## config.mk

```make
export PLATFORM = sky130hd
export DESIGN_NAME = capi_put128_arb
export DESIGN_NICKNAME = d
export VERILOG_FILES = /design/src/rtl/capi_put_pkg.sv /design/src/rtl/capi_tag_pool.sv /design/src/rtl/capi_put128_arb.sv
export SDC_FILE = /design/constraint.sdc
export NUM_CORES = 1
export LEC_CHECK = 0
export CAP_MARGIN = 20
export CORE_AREA = 10 10 181 183
export DETAILED_ROUTE_END_ITERATION = 8
export DIE_AREA = 0 0 191 193
export GPL_ROUTABILITY_DRIVEN = 0
export PLACE_DENSITY = 0.68
export SYNTH_ARGS = -nofsm -noshare
export SYNTH_HDL_FRONTEND = slang
export SYNTH_SLANG_ARGS = --single-unit
```

## constraint.sdc

```tcl
create_clock -name clk -period 17.8 [get_ports clk]
set_clock_uncertainty 0.2 [all_clocks]
set_input_delay 5.34 -clock clk [delete_from_list [all_inputs] [get_ports clk]]
set_output_delay 5.34 -clock clk [all_outputs]
set_load 0.05 [all_outputs]
```

## src/rtl/capi_put_pkg.sv

```systemverilog
// capi_put_pkg
// Shared definitions for the put-command arbiter and its tag pool:
//   - FSM state type of the arbiter
//   - default tag width, aux/ctxt field widths
//   - upper bound on requester count and the index width that covers it
//   - rr_pick: cyclic round-robin priority encoder
package capi_put_pkg;

  typedef enum logic [1:0] {
    IDLE = 2'd0,
    ADDR = 2'd1,
    XFER = 2'd2
  } state_t;

  localparam int TAG_W   = 5;
  localparam int AUX_W   = 11;
  localparam int CTXT_W  = 10;
  localparam int MAX_REQ = 8;
  localparam int IDX_W   = 3;

  // Returns the first requesting index strictly after 'last', searching
  // cyclically over the first 'n' requesters. Callers only use the result
  // when at least one request bit is set.
  function automatic logic [IDX_W-1:0] rr_pick(
    input logic [MAX_REQ-1:0] req,
    input logic [IDX_W-1:0]   last,
    input int                 n
  );
    logic [IDX_W-1:0] win;
    logic             found;
    int               idx;
    win   = '0;
    found = 1'b0;
    for (int k = 1; k <= MAX_REQ; k++) begin
      idx = (int'(last) + k) % n;
      if (!found && k <= n && req[idx[IDX_W-1:0]]) begin
        win   = idx[IDX_W-1:0];
        found = 1'b1;
      end
    end
    return win;
  endfunction

endpackage

```

## src/rtl/capi_tag_pool.sv

```systemverilog
// capi_tag_pool
// Pool of 2**tag_width command tags kept as an allocated-bit vector plus a
// free counter. Allocation always hands out the lowest-numbered free tag.
// Ports:
//   clk, reset   clock, asynchronous active-high reset (all tags freed)
//   alloc        allocate alloc_tag this cycle (ignored when pool empty)
//   alloc_tag    lowest free tag (combinational from the pool state)
//   avail        at least one tag is free
//   free_v       return free_tag to the pool
//   free_tag     tag being returned
//   free_cnt     registered free-tag count
//   err          sticky: a tag was returned that was not allocated
module capi_tag_pool
  import capi_put_pkg::*;
#(
  parameter int tag_width = TAG_W
) (
  input  logic                 clk,
  input  logic                 reset,
  input  logic                 alloc,
  output logic [tag_width-1:0] alloc_tag,
  output logic                 avail,
  input  logic                 free_v,
  input  logic [tag_width-1:0] free_tag,
  output logic [tag_width:0]   free_cnt,
  output logic                 err
);

  localparam int POOL = 1 << tag_width;

  logic [POOL-1:0] used_q;
  logic            free_ok;
  logic            do_alloc;

  // Descending scan so the lowest free index is the last one written.
  always_comb begin
    alloc_tag = '0;
    for (int i = POOL - 1; i >= 0; i--) begin
      if (!used_q[i]) alloc_tag = tag_width'(i);
    end
  end

  assign avail    = (free_cnt != '0);
  assign do_alloc = alloc && avail;
  // Only a tag that is currently allocated can be freed; since alloc_tag is
  // a currently free tag, the two never collide in the same cycle.
  assign free_ok  = free_v && used_q[free_tag];

  always_ff @(posedge clk or posedge reset) begin
    if (reset) begin
      used_q   <= '0;
      free_cnt <= (tag_width + 1)'(POOL);
      err      <= 1'b0;
    end else begin
      if (free_ok)  used_q[free_tag]  <= 1'b0;
      if (do_alloc) used_q[alloc_tag] <= 1'b1;
      if (free_v && !free_ok) err <= 1'b1;
      free_cnt <= free_cnt - (tag_width + 1)'(do_alloc) + (tag_width + 1)'(free_ok);
    end
  end

endmodule

```

## src/rtl/capi_put128_arb.sv

```systemverilog
// capi_put128_arb
// Round-robin arbiter and tag allocator sharing one put-command encoder
// between nreq write-stream requesters. A grant is held from the address
// phase until the end beat is accepted; the granted requester's fields and
// an allocated tag are presented to the encoder, all from registers.
// Ports:
//   clk, reset                     clock, asynchronous active-high reset
//   i_req_v[nreq]                  per-requester request (bit i = requester i)
//   i_req_ea/sid/aux/ctxt          packed per-requester fields, requester 0 in MSBs
//   i_req_f[nreq]                  per-requester f bit (bit i = requester i)
//   i_enable                       gates new grants only
//   o_gnt                          one-hot grant, held through the transfer
//   o_addr_v                       one-cycle address strobe
//   o_addr_ea/o_sid/o_f/o_aux/o_ctxt  granted requester's fields
//   o_cmd_tag                      allocated tag
//   i_data_v/i_data_r/i_data_e     muxed data handshake (end beat = all three)
//   i_rsp_v, i_rsp_tag             tag return
//   o_tags_free                    free-tag count
//   o_err                          sticky bad-tag-return flag
module capi_put128_arb
  import capi_put_pkg::*;
#(
  parameter int ea_width  = 65,
  parameter int sid_width = 3,
  parameter int nreq      = 4,
  parameter int tag_width = TAG_W
) (
  input  logic                        clk,
  input  logic                        reset,
  input  logic [nreq-1:0]             i_req_v,
  input  logic [nreq*ea_width-1:0]    i_req_ea,
  input  logic [nreq*sid_width-1:0]   i_req_sid,
  input  logic [nreq-1:0]             i_req_f,
  input  logic [nreq*AUX_W-1:0]       i_req_aux,
  input  logic [nreq*CTXT_W-1:0]      i_req_ctxt,
  input  logic                        i_enable,
  output logic [nreq-1:0]             o_gnt,
  output logic                        o_addr_v,
  output logic [ea_width-1:0]         o_addr_ea,
  output logic [tag_width-1:0]        o_cmd_tag,
  output logic [sid_width-1:0]        o_sid,
  output logic                        o_f,
  output logic [AUX_W-1:0]            o_aux,
  output logic [CTXT_W-1:0]           o_ctxt,
  input  logic                        i_data_v,
  input  logic                        i_data_r,
  input  logic                        i_data_e,
  input  logic                        i_rsp_v,
  input  logic [tag_width-1:0]        i_rsp_tag,
  output logic [tag_width:0]          o_tags_free,
  output logic                        o_err
);

  // Per-requester views, padded to MAX_REQ entries so the 3-bit winner
  // index selects directly without width adaptation.
  logic [ea_width-1:0]  req_ea   [MAX_REQ];
  logic [sid_width-1:0] req_sid  [MAX_REQ];
  logic                 req_f    [MAX_REQ];
  logic [AUX_W-1:0]     req_aux  [MAX_REQ];
  logic [CTXT_W-1:0]    req_ctxt [MAX_REQ];

  genvar gi;
  generate
    for (gi = 0; gi < MAX_REQ; gi++) begin : g_unpack
      if (gi < nreq) begin : g_live
        assign req_ea[gi]   = i_req_ea[(nreq-1-gi)*ea_width +: ea_width];
        assign req_sid[gi]  = i_req_sid[(nreq-1-gi)*sid_width +: sid_width];
        assign req_f[gi]    = i_req_f[gi];
        assign req_aux[gi]  = i_req_aux[(nreq-1-gi)*AUX_W +: AUX_W];
        assign req_ctxt[gi] = i_req_ctxt[(nreq-1-gi)*CTXT_W +: CTXT_W];
      end else begin : g_pad
        assign req_ea[gi]   = '0;
        assign req_sid[gi]  = '0;
        assign req_f[gi]    = 1'b0;
        assign req_aux[gi]  = '0;
        assign req_ctxt[gi] = '0;
      end
    end
  endgenerate

  state_t               state_q, state_next;
  logic [IDX_W-1:0]     last_q;
  logic [IDX_W-1:0]     gnt_idx_q;
  logic [IDX_W-1:0]     win_idx;
  logic [MAX_REQ-1:0]   req_ext;
  logic [nreq-1:0]      gnt_onehot;
  logic                 end_beat;
  logic                 take_grant;
  logic                 release_gnt;
  logic                 pool_avail;
  logic [tag_width-1:0] alloc_tag;

  always_comb begin
    req_ext           = '0;
    req_ext[nreq-1:0] = i_req_v;
  end

  assign win_idx  = rr_pick(req_ext, last_q, nreq);
  assign end_beat = i_data_v & i_data_r & i_data_e;

  generate
    for (gi = 0; gi < nreq; gi++) begin : g_onehot
      assign gnt_onehot[gi] = (win_idx == IDX_W'(gi));
    end
  endgenerate

  // Next-state logic. A transfer can end in ADDR when it is a single beat.
  always_comb begin
    state_next  = state_q;
    take_grant  = 1'b0;
    release_gnt = 1'b0;
    case (state_q)
      IDLE: begin
        if (i_enable && (|i_req_v) && pool_avail) begin
          take_grant = 1'b1;
          state_next = ADDR;
        end
      end
      ADDR: begin
        if (end_beat) begin
          release_gnt = 1'b1;
          state_next  = IDLE;
        end else begin
          state_next = XFER;
        end
      end
      XFER: begin
        if (end_beat) begin
          release_gnt = 1'b1;
          state_next  = IDLE;
        end
      end
      default: state_next = IDLE;
    endcase
  end

  always_ff @(posedge clk or posedge reset) begin
    if (reset) state_q <= IDLE;
    else       state_q <= state_next;
  end

  // Registered grant and field outputs. Fields and tag keep their values
  // after the grant drops; they only change on the next grant.
  always_ff @(posedge clk or posedge reset) begin
    if (reset) begin
      o_gnt     <= '0;
      o_addr_v  <= 1'b0;
      o_addr_ea <= '0;
      o_cmd_tag <= '0;
      o_sid     <= '0;
      o_f       <= 1'b0;
      o_aux     <= '0;
      o_ctxt    <= '0;
      gnt_idx_q <= '0;
      last_q    <= IDX_W'(nreq - 1);
    end else begin
      o_addr_v <= take_grant;
      if (take_grant) begin
        o_gnt     <= gnt_onehot;
        gnt_idx_q <= win_idx;
        o_cmd_tag <= alloc_tag;
        o_addr_ea <= req_ea[win_idx];
        o_sid     <= req_sid[win_idx];
        o_f       <= req_f[win_idx];
        o_aux     <= req_aux[win_idx];
        o_ctxt    <= req_ctxt[win_idx];
      end
      if (release_gnt) begin
        o_gnt  <= '0;
        last_q <= gnt_idx_q;
      end
    end
  end

  capi_tag_pool #(
    .tag_width (tag_width)
  ) u_tag_pool (
    .clk       (clk),
    .reset     (reset),
    .alloc     (take_grant),
    .alloc_tag (alloc_tag),
    .avail     (pool_avail),
    .free_v    (i_rsp_v),
    .free_tag  (i_rsp_tag),
    .free_cnt  (o_tags_free),
    .err       (o_err)
  );

endmodule

```

# ---- Word level (Yosys, flattened, before mapping)
# Cells that the tools add are included.
# Widths: inputs -> output; s select.
dict set report word_totals {
  output_inout_bits 107
  wordCells 151
  in_bits 376
  register_bits 145
}
dict set report classes {
  magnitude_cmp 9
  add_sub_neg 6
  muxes 80
  eq_ne 7
  bitwise 10
  n_reduce_logical 25
}
# cell n
set ops {}
lappend ops {{$bmux 65 s3} 1}
lappend ops {{$mux 5} 32}
lappend ops {{$mux 65} 2}
lappend ops {{$mux 32} 2}
lappend ops {{$bmux 11 s3} 1}
lappend ops {{$and 32x32->32} 1}
lappend ops {{$not 32->32} 1}
lappend ops {{$or 32x32->32} 1}
lappend ops {{$bmux 10 s3} 1}
lappend ops {{$mux 11} 2}
lappend ops {{$mux 10} 2}
lappend ops {{$mux 3} 6}
lappend ops {{$lt 3x4->1 const B} 4}
lappend ops {{$mux 1} 16}
lappend ops {{$bmux 1 s3} 5}
lappend ops {{$lt 5x6->1 const B} 2}
lappend ops {{$demux 1 s5} 2}
lappend ops {{$ge 5x1->1 const B} 2}
lappend ops {{$logic_and 1x1->1} 10}
lappend ops {{$reduce_or 2->1} 5}
lappend ops {{$bmux 3 s3} 1}
lappend ops {{$mux 4} 2}
lappend ops {{$add 6x1->6} 1}
lappend ops {{$eq 3x2->1 const B} 2}
lappend ops {{other kinds (21)} 33}

# ---- Logic depth before layout (Yosys ltp)
dict set report logic_depth {
  word_depth 38
  depth_mapped 17
  depth_no_buf 15
}

# ---- Hierarchy
# From an unflattened synthesis, not the netlist that was laid out.
dict set report unflattened {
  hier_cells 1037
  hier_area_um2 9295.2
}
# module seq_area_each_um2 cells_each area_per_inst_um2 instances
set modules_own_cells {}
lappend modules_own_cells {capi_put128_arb 2655.0 737 6746.5 1}
lappend modules_own_cells {capi_tag_pool 977.2 300 2548.7 1}

# ---- Worst setup path before layout
# Ideal clock, no wire load.
dict set report synth_path {
  kind {input to register}
  startpoint {input port i_req_v[1]}
  endpoint {register u_tag_pool.free_cnt[4]}
  setup_slack_ps 9720
  setup_ps 122
  t_required_ps 17478
  stages 15
  t_arrival_ps 7757
  n_path_buf 2
  path_cell_list {o41a_1 > nand3_1 > buf_2 > buf_1 > inv_1 > ha_1 > inv_1 > ha_1 > inv_1 > fa_1 > inv_1 > a21oi_1 > nor2_1 > nor2_1 > xnor2_1}
}
dict set report synth_via {
  elab_chain_len 8
}
# item line
set synth_lines {}
lappend synth_lines {{start, declared} capi_put128_arb.sv:30} ;# input logic [nreq-1:0] i_req_v,
lappend synth_lines {{$reduce_or 4->1} capi_put128_arb.sv:114} ;# if (i_enable && (|i_req_v) && pool_avail) begin
lappend synth_lines {{$logic_and 1x1->1 (2 in a row)} capi_put128_arb.sv:114}
lappend synth_lines {{$mux 1} capi_put128_arb.sv:114}
lappend synth_lines {{$mux 1} capi_put128_arb.sv:112} ;# case (state_q)
lappend synth_lines {{$logic_and 1x1->1} capi_tag_pool.sv:44} ;# assign do_alloc = alloc && avail;
lappend synth_lines {{$sub 6x1->6} capi_tag_pool.sv:58} ;# free_cnt <= free_cnt - (tag_width + 1)'(do_alloc) + (tag_width + 1)'(free_ok);
lappend synth_lines {{$add 6x1->6} capi_tag_pool.sv:58}
lappend synth_lines {{end signal, assigned} capi_tag_pool.sv:52} ;# free_cnt <= (tag_width + 1)'(POOL);
lappend synth_lines {{end signal, assigned} capi_tag_pool.sv:58}
lappend synth_lines {{end, declared} capi_tag_pool.sv:25} ;# output logic [tag_width:0] free_cnt,
# No other way between the ends.
# A chain may end at the register's enable or synchronous reset.

# ---- Final worst setup path
dict set report layout_path {
  startpoint {input port i_req_v[0]}
  endpoint {register o_addr_ea[63]}
}
dict set report layout_via {
  elab_chain_len 16
  word_cells_on_any_way 30
  cone_classes {mux (20); bitwise (1); reduce/logical (9)}
}
# item line
set layout_lines {}
lappend layout_lines {{$bmux 1 s3} capi_put_pkg.sv:36} ;# if (!found && k <= n && req[idx[IDX_W-1:0]]) begin
lappend layout_lines {{$mux 1 (not written as such)} capi_put_pkg.sv:36}
lappend layout_lines {{$mux 1} capi_put_pkg.sv:36}
lappend layout_lines {{$logic_not 1->1} capi_put_pkg.sv:36}
lappend layout_lines {{$logic_and 1x1->1} capi_put_pkg.sv:36}
lappend layout_lines {{$mux 1} capi_put_pkg.sv:36}
lappend layout_lines {{$logic_not 1->1} capi_put_pkg.sv:36}
lappend layout_lines {{$logic_and 1x1->1} capi_put_pkg.sv:36}
lappend layout_lines {{$mux 1} capi_put_pkg.sv:36}
lappend layout_lines {{$logic_not 1->1} capi_put_pkg.sv:36}
lappend layout_lines {{$logic_and 1x1->1} capi_put_pkg.sv:36}
lappend layout_lines {{$mux 3} capi_put_pkg.sv:36}
lappend layout_lines {{$not 3->4 (not written as such)} capi_put128_arb.sv:162} ;# o_addr_ea <= req_ea[win_idx];
lappend layout_lines {{$bmux 65 s3} capi_put128_arb.sv:162}
lappend layout_lines {{$mux 65 (not written as such) (2 in a row)} capi_put128_arb.sv:162}
lappend layout_lines {{end signal, assigned} capi_put128_arb.sv:162}
lappend layout_lines {{end, declared} capi_put128_arb.sv:39} ;# output logic [ea_width-1:0] o_addr_ea,
# Several ways; a longest one is shown, not always the timed one. The select of a mux whose other input is x is not followed.

==> summary.md <==
After legalization and detailed placement, the total HPWL measured 35,000 um. For the cell count after placement, the log shows 1,953. The tools report the setup slack after placement as 8750 ps. Final hold analysis gives a worst-case slack of 277 ps. The element type at the critical path start was an input pin. The tools report the launch point of the worst reg-to-reg path as last_q[0].

In this run, CTS created clock tree buffers numbering 17. The global-route met3 utilization was 6.56%. Of all nets on the critical path, the largest fanout is 99.

The run gives 64,400 um as the wire length of the first global-routing pass. The worst path arrival time is 8780 ps, and the post-synth net total is 1,550. The worst path needs 8650 ps of the cycle, external delays included.

The tools report the setup slack of the worst register-to-register path as 14,120 ps. After clock tree synthesis, the clock-pin slew on the worst setup and hold paths is 70 ps. The run gives 0 as the post-route antenna net violation count.

The number of placed I/O pins is 483, and the area inside the core boundary is 29,200 um^2. The tools report the total wirelength of the detailed-routed design as 44,900 um. The critical path is of the in2reg type. Setup violations remaining at the end of the flow were counted as 0. For the number of hold violations in the final report, the log shows 0. The relative slew slack came out at 27.8%. The die is 193 um tall. The H-tree was split into 4 levels.

The number of antenna violations at the first check in global routing was 3. The tools report the final core utilization as 51.6%. The transition time at the pin with the least slew margin is 1080 ps.

After clock tree synthesis, the setup repair step added 0 buffers. For this run, global-route usage on met1 was measured as 28.2%. Once the clock tree was built, the resizer swapped 0 gates to a different size. Cells with a size suffix above 1 make up 4.01% of the layout. For this design the ratio of total power to cell area is 161 nW/um^2. The run finished with clean final reports. Most used flip-flop cell after synthesis: dfrtp_1. Endpoint required time on the critical path: 17,930 ps. After global routing, the most crowded layer is met2. After synthesis the netlist holds a flip-flop and latch count of 145.

With fillers left out, the area of the finished cells amounts to 15,100 um^2. The via density per instance is 5.23, and the number of warnings reported in the yosys synthesis log is 0. Across all layers, the routed design uses 10,400 vias.

The placed instances occupy a cell area of 14,500 um^2. The start point of the critical path was i_req_v[0]. The number of search-and-repair iterations in the first detailed-routing pass came out at 7. Source-to-sink clock delay at the later pin of the worst-skew pair: 430 ps.

The worst path meets setup with 9150 ps of slack. The number of buffers inserted by hold repair at cts was 0. The final-report max-slew violation count came out at 0.

The path class of the tightest hold or removal check is reg2reg. The analysis attributes to cell leakage a power of 6.27 nW. The horizontal die dimension works out to 191 um. The run gives 145 as the TritonCTS sink count. The logs give 32.3% for the starting density of the core and 147 uV for the peak supply drop. The number of cells on the worst reg-to-reg path is 7. The number of enable-type register cells in the synthesized netlist was 0; the total global routing overflow was 0.

The post-layout net count is 1,970, and the overall power after layout is 2.43 mW. The tools report the root cell of the clock tree as clkbuf_16. Of all flip-flops after synthesis, the portion carrying an async set or reset was 100%.

The tools report the number of standard cells after synthesis as 1,162. The tools report the element type at the critical path end as a register. Sequential elements use 38.4% of the synthesized area. After synthesis, the netlist uses 68 different library cells.

After detailed routing, the number of remaining DRC violations is 0. Following the worst setup path forward leads to its endpoint at o_addr_ea[63]. In the final timing run, aggregate negative setup slack is 0 ps.

The overall fraction of global-route tracks in use is 23.0%, and the count of input and output buffers is 482. The tools report the die area as 36,900 um^2. The number of cell rows was 63. Capture instance of the worst register-to-register path: o_addr_ea[63].

The run gives 0 as the count of max-cap constraint violations. Static timing analysis puts the maximum clock frequency at 0.116 GHz. The longest clock path from root to sink contains 2 buffers. The maximum number of pins on one net before global-route repair came out at 106. Setup repair after global routing left no endpoint under its margin.

After detailed routing, the average wire length per cell comes to 22.6 um. Post-synthesis average cell area: 8.14 um^2. The synthesized area was 9460 um^2; the final cell count without fillers was 1,987. The run gives 10,200 as the number of global-route vias before repair. The run gives 37.8% as the global routing usage on met2. From synthesis to final layout, the design area changed by 59.7%. After layout, the worst path uses 48.6% of the clock period. The initial DRC count was 760. TritonCTS built the clock tree.
==> logic make-up after synthesis <==
logic type	synth area share, %
compound gates	23.0
xor+xnor	0.371
fa+ha+maj	1.67
buf+inv	4.99
flops	38.4
mux	2.06
simple gates	29.5
==> worst min path at each step <==
stage | from | to | slack, ps | cells past startpoint
after floorplan | gnt_idx_q[1] | gnt_idx_q[1] | 240 | 1
final | u_tag_pool.err | u_tag_pool.err | 280 | 1
after CTS | o_cmd_tag[3] | o_cmd_tag[3] | 280 | 2
after detailed placement | o_cmd_tag[3] | o_cmd_tag[3] | 260 | 2
after global placement | o_cmd_tag[3] | o_cmd_tag[3] | 250 | 2
after global routing | u_tag_pool.err | u_tag_pool.err | 290 | 1
==> layer usage <==
layer	share of wire, %	vias to the layer above	routed length (um)
met2	49	508	21800
met3	9.1	53	4070
met5	0.036	-	16
met1	40	4833	17800
met4	2.8	2	1270
li1	-	4987	-
==> cell type report <==
cell class / count / area (um^2)
well taps: 390 / 488
repair buffers: 491 / 4890
inverters: 22 / 87.6
diodes: 2 / 5.00
multi-input cells: 905 / 5400
clock buffers: 18 / 439
flip-flops and latches: 145 / 3630
clock inverters: 14 / 154
fillers: 2736 / 14100
==> flip-flops by register name, indices dropped and copies added, names as in the netlist, 3 cells and up <==
register and count:
o_addr_ea 65, u_tag_pool.used_q 32, o_aux 11, o_ctxt 10, u_tag_pool.free_cnt 6, o_cmd_tag 5, o_gnt 4, o_sid 3
==> power by group <==
group	switching, mW	internal, mW
combinational	0.977	0.525
sequential	0.0914	0.469
clock	0.161	0.212
==> cells in the mapped netlist (all sizes together) (3+ instances only) <==
master | count | area share (%)
o22ai | 6 | 0.46
a21oi | 11 | 0.58
nand3 | 11 | 0.58
and2 | 95 | 6.3
and3 | 91 | 6.0
o21ai | 42 | 2.2
nand2 | 304 | 12
nor2b | 7 | 0.46
o31ai | 114 | 9.1
nand3b | 6 | 0.48
o2111ai | 3 | 0.34
dfstp | 3 | 0.83
ha | 11 | 1.5
nor3 | 7 | 0.61
buf | 39 | 2.1
a21o | 4 | 0.32
inv | 22 | 0.87
or3 | 4 | 0.26
a22oi | 4 | 0.32
nor2 | 21 | 0.83
o221ai | 3 | 0.28
a211oi | 92 | 7.3
clkbuf | 51 | 2.0
dfrtp | 142 | 38
nand4 | 8 | 0.53
nand2b | 5 | 0.33
mux2i | 15 | 1.6
==> worst max-delay path, stage by stage <==
cell and delay (ps):
clkdlybuf4s50_1 620, nor2b_1 90, o21ai_1 290, o311a_4 830, buf_4 940, nand2_1 110
and3_1 200, o31ai_1 210
==> placed cells by master (no fill, tap or decap), types with 3 or more instances in the layout <==
master           count
nor2b_1              7
clkdlybuf4s50_1    482
clkbuf_16           17
and3_1              91
nand3b_1             6
clkinvlp_4           3
nand3_1             10
o31ai_1            113
a21o_1               4
ha_1                11
nand2_1            303
a21oi_1             10
o22ai_1              5
nand4_1              8
a211oi_1            92
and2_1              23
a22oi_1              4
dfrtp_1            142
mux2i_1             15
and2_0              72
dfstp_2              3
nor3_1               5
o21ai_1             20
or3_1                4
o21ai_0             22
nand2b_1             5
inv_6                6
o221ai_1             3
inv_1               21
buf_4                9
nor2_1              21
(Power assumes the default switching activity.)
